**config.mk**
```make
export PLATFORM = sky130hd
export DESIGN_NAME = mux_rr_n_flat
export DESIGN_NICKNAME = d
export VERILOG_FILES = /design/src/rtl/mux_rr_n_if.sv /design/src/rtl/mux_rr_n.sv /design/src/flat_wrapper.sv
export SDC_FILE = /design/constraint.sdc
export NUM_CORES = 1
export LEC_CHECK = 0
export CORE_UTILIZATION = 33
export CTS_CLUSTER_DIAMETER = 60
export DETAILED_ROUTE_END_ITERATION = 6
export PLACE_DENSITY = 0.85
export SLEW_MARGIN = 10
export SYNTH_ARGS = -nofsm -noshare
export SYNTH_HDL_FRONTEND = slang
export SYNTH_SLANG_ARGS = --single-unit
```
**constraint.sdc**
```tcl
create_clock -name clk -period 1.75 [get_ports clk]
set_input_delay 0.35 -clock clk [delete_from_list [all_inputs] [get_ports clk]]
set_output_delay 0.35 -clock clk [all_outputs]
set_load 0.02 [all_outputs]
```
**src/rtl/mux_rr_n_if.sv**
```systemverilog
// Stream bundle for mux_rr_n: N request channels merged onto a single
// tagged output stream. The slave view belongs to the multiplexer and the
// master view belongs to whatever drives the sources and sinks the output.
interface mux_rr_n_if #(
    parameter int N = 4,
    parameter int W = 8
);
    localparam int SW = (N > 2) ? $clog2(N) : 1;

    logic [N*W-1:0] in_data;
    logic [N-1:0]   in_valid;
    logic [N-1:0]   in_ready;
    logic [W-1:0]   out_data;
    logic [SW-1:0]  out_sel;
    logic           out_valid;
    logic           out_ready;

    modport slave (
        input  in_data,
        input  in_valid,
        input  out_ready,
        output in_ready,
        output out_data,
        output out_sel,
        output out_valid
    );

    modport master (
        output in_data,
        output in_valid,
        output out_ready,
        input  in_ready,
        input  out_data,
        input  out_sel,
        input  out_valid
    );
endinterface

```
**src/rtl/mux_rr_n.sv**
```systemverilog
// N-channel arbitrating multiplexer with a one-deep registered output.
// Concurrently valid sources are resolved by round-robin (MODE=0) or by
// fixed lowest-index priority (MODE=1); every output word carries the index
// of the channel that supplied it. A word is accepted whenever the output
// register is empty or is being drained on the same edge, so a continuously
// ready sink sees one word per cycle with no bubbles.
module mux_rr_n #(
    parameter int N    = 4,
    parameter int W    = 8,
    parameter int MODE = 0
) (
    input logic        clk,
    input logic        rst_n,
    mux_rr_n_if.slave  bus
);
    localparam int SW = (N > 2) ? $clog2(N) : 1;

    // Output register stage and arbitration state.
    logic [W-1:0]  data_p0;
    logic [SW-1:0] sel_p0;
    logic          vld_p0;
    logic [SW-1:0] ptr;

    // Arbitration results for the current cycle.
    logic          load_en;
    logic [SW-1:0] start;
    logic [N-1:0]  grant;
    logic [SW-1:0] gnt_idx;
    logic          gnt_any;
    logic [W-1:0]  gnt_data;

    // Channel index reached by stepping 'off' places upward from 'base',
    // wrapping past N-1 back to 0 (valid for non-power-of-two N as well).
    function automatic logic [SW-1:0] wrap_idx(input logic [SW-1:0] base,
                                               input int off);
        int s;
        s = int'(base) + off;
        if (s >= N) begin
            s = s - N;
        end
        return s[SW-1:0];
    endfunction

    // Round-robin successor of a granted channel; N-1 wraps to 0.
    function automatic logic [SW-1:0] next_ptr(input logic [SW-1:0] idx);
        logic [SW-1:0] nxt;
        if (idx == SW'(N - 1)) begin
            nxt = '0;
        end else begin
            nxt = idx + 1'b1;
        end
        return nxt;
    endfunction

    // The register can take a word when empty or when its word leaves now.
    assign load_en = !vld_p0 || bus.out_ready;

    // Fixed priority is the round-robin search anchored permanently at 0.
    assign start = (MODE == 0) ? ptr : '0;

    // Scan upward from the start channel; the first valid request wins.
    always_comb begin
        grant   = '0;
        gnt_idx = '0;
        gnt_any = 1'b0;
        for (int k = 0; k < N; k++) begin
            if (!gnt_any && bus.in_valid[wrap_idx(start, k)]) begin
                gnt_any = 1'b1;
                gnt_idx = wrap_idx(start, k);
            end
        end
        if (gnt_any) begin
            grant[gnt_idx] = 1'b1;
        end
    end

    assign gnt_data = bus.in_data[gnt_idx*W +: W];

    // Only the granted channel is told it was taken, and only if the
    // register actually loads; nothing is accepted while reset is held.
    assign bus.in_ready = (rst_n && load_en) ? grant : '0;

    // Output valid and round-robin pointer advance.
    always_ff @(posedge clk or negedge rst_n) begin
        if (!rst_n) begin
            vld_p0 <= 1'b0;
            ptr    <= '0;
        end else if (load_en) begin
            vld_p0 <= gnt_any;
            if (gnt_any && (MODE == 0)) begin
                ptr <= next_ptr(gnt_idx);
            end
        end
    end

    // Output word and source tag; held when idle or stalled.
    always_ff @(posedge clk or negedge rst_n) begin
        if (!rst_n) begin
            data_p0 <= '0;
            sel_p0  <= '0;
        end else if (load_en && gnt_any) begin
            data_p0 <= gnt_data;
            sel_p0  <= gnt_idx;
        end
    end

    assign bus.out_data  = data_p0;
    assign bus.out_sel   = sel_p0;
    assign bus.out_valid = vld_p0;

endmodule

```
**src/flat_wrapper.sv**
```systemverilog
// flat-port wrapper written by rule: the top's interface ports become plain ports
module mux_rr_n_flat 
#(
    parameter int N    = 4,
    parameter int W    = 8,
    parameter int MODE = 0
)
  (clk, rst_n, bus_in_data, bus_in_valid, bus_out_ready, bus_in_ready, bus_out_data, bus_out_sel, bus_out_valid);
  mux_rr_n_if #(.N(N), .W(W)) bus_i ();
  input logic clk;
  input logic rst_n;
  input wire logic [$bits(bus_i.in_data)-1:0] bus_in_data;
  input wire logic [$bits(bus_i.in_valid)-1:0] bus_in_valid;
  input wire logic [$bits(bus_i.out_ready)-1:0] bus_out_ready;
  output wire logic [$bits(bus_i.in_ready)-1:0] bus_in_ready;
  output wire logic [$bits(bus_i.out_data)-1:0] bus_out_data;
  output wire logic [$bits(bus_i.out_sel)-1:0] bus_out_sel;
  output wire logic [$bits(bus_i.out_valid)-1:0] bus_out_valid;
  assign bus_i.in_data = bus_in_data;
  assign bus_i.in_valid = bus_in_valid;
  assign bus_i.out_ready = bus_out_ready;
  assign bus_in_ready = bus_i.in_ready;
  assign bus_out_data = bus_i.out_data;
  assign bus_out_sel = bus_i.out_sel;
  assign bus_out_valid = bus_i.out_valid;
  mux_rr_n #(.N(N), .W(W), .MODE(MODE)) u_core (.clk(clk), .rst_n(rst_n), .bus(bus_i));
endmodule
```
# Word level (Yosys, flattened, before mapping)
# Index checks and enable logic that the tools add are counted.
dict set report totals {
  reg_bits 13
  latch_bits 0
  ram_bits 0
  rom_bits 0
  in_bits 39
  out_inout_bits 15
  word_cells 61
  mem_count 0
}
dict set report classes {
  n_addsub 8
  multipliers 0
  div 0
  order_cmp 10
  n_eq_ne 1
  shift 1
  muxes 25
  n_bitwise 0
  reduce_logical 12
}
# operator count
set op_table {}
lappend op_table {{32-bit by 6-bit indexed part select with 8-bit output} 1}
lappend op_table {{2-bit two-way mux} 9}
lappend op_table {{2-bit by 3-bit less-than comparator with 1-bit output, second input constant} 5}
lappend op_table {{3-bit >= comparator, second input constant} 3}
lappend op_table {{1-bit two-way mux} 9}
lappend op_table {{1-bit binary-select mux with 2-bit select} 4}
lappend op_table {{4-bit two-way mux} 2}
lappend op_table {{2-bit by 1-bit subtractor with 2-bit output, second input constant} 4}
lappend op_table {{2-bit by 2-bit adder with 3-bit output, second input constant} 2}
lappend op_table {{1-bit logical AND} 6}
lappend op_table {{1-bit zero test} 4}
lappend op_table {{2-bit by 1-bit adder with 3-bit output, second input constant} 1}
lappend op_table {{2-bit by 3-bit >= comparator with 1-bit output, second input constant} 1}
lappend op_table {{2-bit by 1-bit adder with 2-bit output, second input constant} 1}
lappend op_table {{1-bit demux with 2-bit select} 1}
lappend op_table {{2-bit equality test, second input constant} 1}
lappend op_table {{2-bit by 1-bit >= comparator with 1-bit output, second input constant} 1}
lappend op_table {{2-bit AND reduction} 1}
lappend op_table {{1-bit logical OR} 1}

# Longest topological paths before layout
# Gate-level depths: netlist of the first run.
dict set report depth {
  depth_word 20
  ltp_mapped 8
  ltp_nobuf 7
}

# Worst setup path after synthesis of the first run
# Ideal clock, no wire load.
dict set report synth_path {
  kind {register -> output}
  startpoint {reg u_core.ptr[1]}
  endpoint {out bus_in_ready[1]}
  arrival_ns 1.640
  required_ns 1.400
  slack_ns -0.240
  path_stages_with_launch 7
  n_path_buf 1
  path_cell_list {dfrtp_1 > a21o_1 > a21oi_1 > o22ai_2 > inv_2 > buf_6 > nor3_1}
}
dict set report synth_between {
  elab_chain_cells 20
  word_cells_on_any_way 44
  cone_classes {7 x add/sub; 6 x order compare; 24 x mux; 7 x reduce/logical}
}
# element line
set synth_rtl {}
lappend synth_rtl {{start, declared} mux_rr_n.sv:22} ;# logic [SW-1:0] ptr;
lappend synth_rtl {{start signal, assigned} mux_rr_n.sv:91} ;# ptr <= next_ptr(gnt_idx);
lappend synth_rtl {{parallel branches: the longest is 18 deep, another holds 2-bit by 1-bit adder with 3-bit output} --}
lappend synth_rtl {{4-bit two-way mux (*)} mux_rr_n.sv:72} ;# if (gnt_any) begin
lappend synth_rtl {{4-bit two-way mux (*)} mux_rr_n.sv:81} ;# assign bus.in_ready = (rst_n && load_en) ? grant : '0;
lappend synth_rtl {{end, declared} flat_wrapper.sv:15} ;# output wire logic [$bits(bus_i.in_ready)-1:0] bus_in_ready;
# Mark *: on every way between the ends. The select of a mux whose other input is x is not followed.

# Worst setup path after layout of the first run
dict set report layout_path {
  startpoint {reg u_core.ptr[1]}
  endpoint {out bus_in_ready[2]}
}
# The elaborated chain is that of the path after synthesis.

==> results_dict.tcl, run 1 <==
set metrics [dict create \
    gr-total-overflow 0 \
    syn2layout_area_growth_pct 96.9 \
    worst_setup_path_start_kind "register" \
    vdd_drop_max_mv 0.710 \
    whs_ps 367 \
    grt_use_total_pct 19.3 \
    cts-root-buf "clkbuf_4" \
    fin_crit_ps 2120 \
    first_iter_violations 0 \
    htreeDepth 1 \
    dieWidth_um 54.0 \
    max_freq_ghz 0.473 \
    drive_above_1_share_pct 29.1 \
    maxSlewViolCount 0 \
    die_area_um2 2910 \
    finalHoldViolCount 0 \
    antenna_found_initial 0 \
    tns_ps -3540 \
    r2r_cells 8 \
    numPortBuffers 53 \
    syn_inst 92 \
    fin_cells 195 \
    start_util_pct 35.3 \
    hold_path.class "primary input to register" \
    crit_path_end_kind "primary output" \
    drcViolationCount 0 \
    yosys.area.top_type_share_pct 36.5 \
    tritoncts "built" \
    place_area_um2 1630 \
    worstSkewPairLatency_ps 280 \
    place_congestion 0.793 \
    reg2reg_slack_ps -310 \
    yosysSeqAreaShare_pct 36.5 \
    clk_pin_slew_ps 100 \
    num_vias 964 \
    p_per_area_nw_per_um2 1000 \
    cts_buffers 3 \
    rows 18 \
    fin_crit_sh_pct 121 \
    dr.pass1.iters 1 \
    diodes 0 \
    run_status "finished, violations left" \
    routedWlPerCell_um 13.0 \
    ant_nets 0 \
    fp.dieH_um 54.0 \
    cts_buffer_depth 2 \
    rr_endpoint "u_core.bus.out_data[4]" \
    io_pins 54 \
    worst_pin_slew_ps 361 \
    violations "setup timing" \
    total_leakage_power_uw 0.000803 \
    ys_ff_latch 13 \
    via_per_inst 4.94 \
    yosysWarnings 0 \
    total_power_uw 1760 \
    grt_pass1_wl_mm 3.88 \
    maxCapViolCount 0 \
    criticalPathCategory "register to primary output" \
    synth.cell_area_um2 891 \
    fin_area_um2 1750 \
    relSlewSlack_pct 75.7 \
    fp.coreArea_um2 2520 \
    finalSetupViolations 12 \
    hold_depth 3 \
    synth_nets 132 \
    avgSynthCellArea_um2 9.68 \
    cp-startpoint "u_core.ptr[1]" \
    critPathArrivalTime_ps 1770 \
    r2r_start "u_core.ptr[1]" \
    required_ps 1400 \
    cts.sinks 13 \
    clock_skew_ps 10.3 \
    dp_cells 186 \
    finalWirelength_mm 2.54 \
    place_hpwl_mm 1.99 \
    yosys.area.top_type "dfrtp_1" \
    finalNetCount 206 \
    grt_pass1_vias 872 \
    fillers 192 \
    path_max_fanout 5 \
    grt_max_degree 29 \
    cts_hold_buffers 0 \
    yosys-top-cells-area "dfrtp_1 (37%), mux2i_1 (17%), nor3_1 (8.4%)" \
    synth.distinct_cells 27 \
    endpoint "bus_in_ready[2]" \
    setup_ws_ps -365 \
    rsz0062_at_grt "true" \
]
==> sequential cells by signal, indices dropped and copies added, names as in the netlist <==
name                  count
u_core.bus.out_data       8
u_core.bus.out_sel        2
u_core.ptr                2
u_core.bus.out_valid      1
==> per-stage QoR <==
stage                     setup WS, ps  util, %
after detailed placement          -964     64.6
final                             -365     69.5
after floorplan                  -85.6        -
after global routing              -436     69.5
after global placement            -935     64.6
after CTS                         -430     69.0
==> routing by layer <==
layer / share of wire (%) / wire length, um / global-route usage, %
met4: 1.0 / 26 / 6.58
met2: 49 / 1260 / 32.9
met1: 42 / 1060 / 22.8
met5: 0 / 0 / 0
met3: 7.8 / 197 / 5.65
==> cells in the final DEF, fill, tap and decap left out, drive strengths merged <==
master,instances
nand2,7
nor4,1
nor2,4
a211o,7
mux2i,15
a21oi,4
and2,1
inv,5
and3,1
clkdlybuf4s50,45
nand3,1
clkbuf,3
buf,26
o221ai,1
o22ai,1
nor3,15
ha,1
a21o,3
a21boi,1
dlymetal6s2s,2
a2111oi,1
dfrtp,13
a311oi,1
o21ai,1
clkinv,1
or3b,1
mux2,1
dlygate4sd2,2
==> cells by family (layout without fill, tap and decap cells) <==
family          Yosys count  count (layout)  share of synthesized area, %
compound gates           20              20                          18.8
fa+ha+maj                 1               1                          1.40
buf+inv                  11              84                          8.00
flops                    13              13                          36.5
mux                      16              16                          18.5
simple gates             31              31                          16.7
==> cell type report <==
type | count | area, um2 | share of cell area, %
Sequential cell | 13 | 327 | 18.6
Timing Repair Buffer | 75 | 743 | 42.4
Clock inverter | 1 | 5.00 | 0.285
Clock buffer | 3 | 22.5 | 1.28
Inverter | 5 | 21.3 | 1.21
Tap cell | 30 | 37.5 | 2.14
Multi-Input combinational cell | 68 | 598 | 34.1
==> worst min-delay path by stage <==
stage                                 from                     end  slack [ps]
global placement     u_core.bus.out_sel[0]   u_core.bus.out_sel[0]         460
finish                     bus_in_valid[2]    u_core.bus.out_valid         370
detailed placement  u_core.bus.out_data[1]  u_core.bus.out_data[1]         470
floorplan                            rst_n  u_core.bus.out_data[0]          50
global route               bus_in_valid[2]    u_core.bus.out_valid         380
CTS                                  rst_n    u_core.bus.out_valid         500
==> what timing repair did <==
action / 4_1_cts / 5_1_grt
setup buffers: 5 / 4
resized for setup: 36 / 9
setup endpoints to repair: 13 / 15
pin swaps: 7 / 3
==> power by group <==
part | total [uW] | switching, uW | internal (uW)
Sequential | 464 | 68.3 | 396
Combinational | 1100 | 491 | 605
Clock | 196 | 111 | 84.8
Total | 1760 | 670 | 1090
==> synthesized netlist by cell type <==
cell       number
buf_6           2
a21o_1          3
ha_1            1
or3b_1          1
buf_4           3
o221ai_2        1
nor4_1          1
inv_2           1
and2_1          1
and3_1          1
inv_1           3
o21ai_0         1
nor3_1         15
nand3_1         1
mux2i_1        15
mux2_4          1
dfrtp_1        13
a21oi_1         4
a2111oi_2       1
a311oi_1        1
o22ai_2         1
inv_4           1
buf_2           1
a211o_1         7
a21boi_0        1
nor2_1          4
nand2_1         7
==> worst max-delay path, cell delays in order (launching register included) <==
cell and delay, ps:
dfrtp_2 450, mux2_4 320, o221ai_4 230, buf_4 170, nand3_4 90, nor2_4 110, buf_6 120
(Power assumes the default switching activity.)
==> run 2, diff against run 1 <==
- GPL_TIMING_DRIVEN: default -> 0
- SLEW_MARGIN: 10 -> 30
==> results_dict.tcl, run 2 (same netlist as run 1, synthesis figures left out) <==
set metrics [dict create \
    grt_pass1_vias 959 \
    worstSkewPairLatency_ps 280 \
    rsz0062_at_grt "true" \
    run_status "finished, violations left" \
    die_area_um2 2910 \
    drive_above_1_share_pct 28.6 \
    grt_use_met2_pct 36.6 \
    ant_nets 0 \
    p_per_area_nw_per_um2 1030 \
    rows 18 \
    htreeDepth 1 \
    place_hpwl_mm 1.97 \
    finalWirelength_mm 2.68 \
    setup_ws_ps -465 \
    grtUsageMet1_pct 24.3 \
    maxCapViolCount 0 \
    most-common-layout-cells "clkdlybuf4s50_1 (44), mux2i_1 (14), nor3_1 (13)" \
    dr.pass1.iters 4 \
    multi_input_area_um2 608 \
    vdd_drop_max_mv 0.745 \
    clock_skew_ps 5.11 \
    crit_path_end_kind "primary output" \
    cts_buffer_depth 2 \
    cts_hold_buffers 0 \
    start_util_pct 35.3 \
    diodes 0 \
    whs_ps 240 \
    fin_util_pct 69.6 \
    cts.sinks 13 \
    clk_pin_slew_ps 90 \
    grt_use_total_pct 21.1 \
    max_freq_ghz 0.451 \
    gr-usage-met3_pct 5.37 \
    ff_latch_area_um2 327 \
    place_area_um2 1540 \
    criticalPathCategory "register to primary output" \
    reg2reg_slack_ps -360 \
    antenna_found_initial 0 \
    cts-root-buf "clkbuf_4" \
    layout_commonest_cell "clkdlybuf4s50_1" \
    finalNetCount 202 \
    critPathArrivalTime_ps 1860 \
    dieWidth_um 54.0 \
    fin_crit_ps 2210 \
    maxSlewViolCount 0 \
    fp.dieH_um 54.0 \
    routedWlPerCell_um 14.1 \
    drcViolationCount 0 \
    io_pins 54 \
    numPortBuffers 53 \
    place_congestion 0.710 \
    fillers 179 \
    tns_ps -4240 \
    busiest_layer "met2" \
    r2r_start "u_core.ptr[0]" \
    worst_pin_slew_ps 754 \
    num_vias 987 \
    grt_max_degree 17 \
    path_max_fanout 4 \
    place_ws_ps -1180 \
    worst_setup_path_start_kind "register" \
    r2r_cells 9 \
    cp-startpoint "u_core.ptr[0]" \
    gr-total-overflow 0 \
    cts_buffers 3 \
    tritoncts "built" \
    violations "setup timing" \
    relSlewSlack_pct 49.8 \
    grt_pass1_wl_mm 4.24 \
    fp.coreArea_um2 2520 \
    finalSetupViolations 12 \
    first_iter_violations 16 \
    syn2layout_area_growth_pct 97.1 \
    via_per_inst 5.17 \
    total_leakage_power_uw 0.000786 \
    fin_crit_sh_pct 127 \
    required_ps 1400 \
    finalHoldViolCount 0 \
    hold_path.class "primary input to async pin" \
    largest_reg_flops 8 \
    fin_area_um2 1760 \
]
-- run 2: critical path, stage by stage, from the launching register on --
cell      delay (ps)
dfrtp_1          430
or3b_1           460
o221ai_4         120
buf_8            150
inv_6             30
ha_4             130
and3_4           140
buf_6            120
-- run 2: area by class of cell --
class,count,share of cell area (%)
flip-flops and latches,13,18.6
repair buffers,65,38.1
plain buffers,6,3.71
clock buffers,4,1.50
well taps,30,2.14
multi-input cells,68,34.6
inverters,5,1.35
-- run 2: per-layer routing --
metal	vias up	routed length, um
met5	-	0
li1	478	-
met3	8	177
met2	45	1370
met1	456	1080
met4	0	48
-- run 2: worst paths after layout --
path                                           to
max reg2reg                u_core.bus.out_data[6]
max in group asynchronous           u_core.ptr[1]
max                               bus_in_ready[3]
min in group clk            u_core.bus.out_sel[0]
min reg2reg                 u_core.bus.out_sel[0]
min                        u_core.bus.out_data[3]
-- run 2: stage by stage --
stage                     power, uW  std cells
final                          1810        191
after global routing           1910        191
after CTS                      1790        190
after detailed placement       1400        175
after global placement         1370        175
after floorplan                1030         92
-- run 2: repair_timing --
| action | CTS | global route |
|---|---|---|
| endpoints found under the hold margin | 0 | 0 |
| gates resized for setup | 42 | 6 |
| gates cloned | 1 | 0 |
| setup buffers | 10 | 1 |
| endpoints found under the setup margin | 16 | 12 |
| pin swaps | 5 | 12 |
-- run 2: power breakdown --
group	internal [uW]	total (uW)	leakage [uW]	switching, uW
Combinational	636	1150	0.000619	513
Clock	88.4	192	0.0000150	103
Sequential	396	466	0.000153	69.8
==> run 3, diff against run 2 <==
- SLEW_MARGIN: 30 -> default
==> results of run 3 <==
No change in the layout: final DEF, timing and power equal those of run 2.
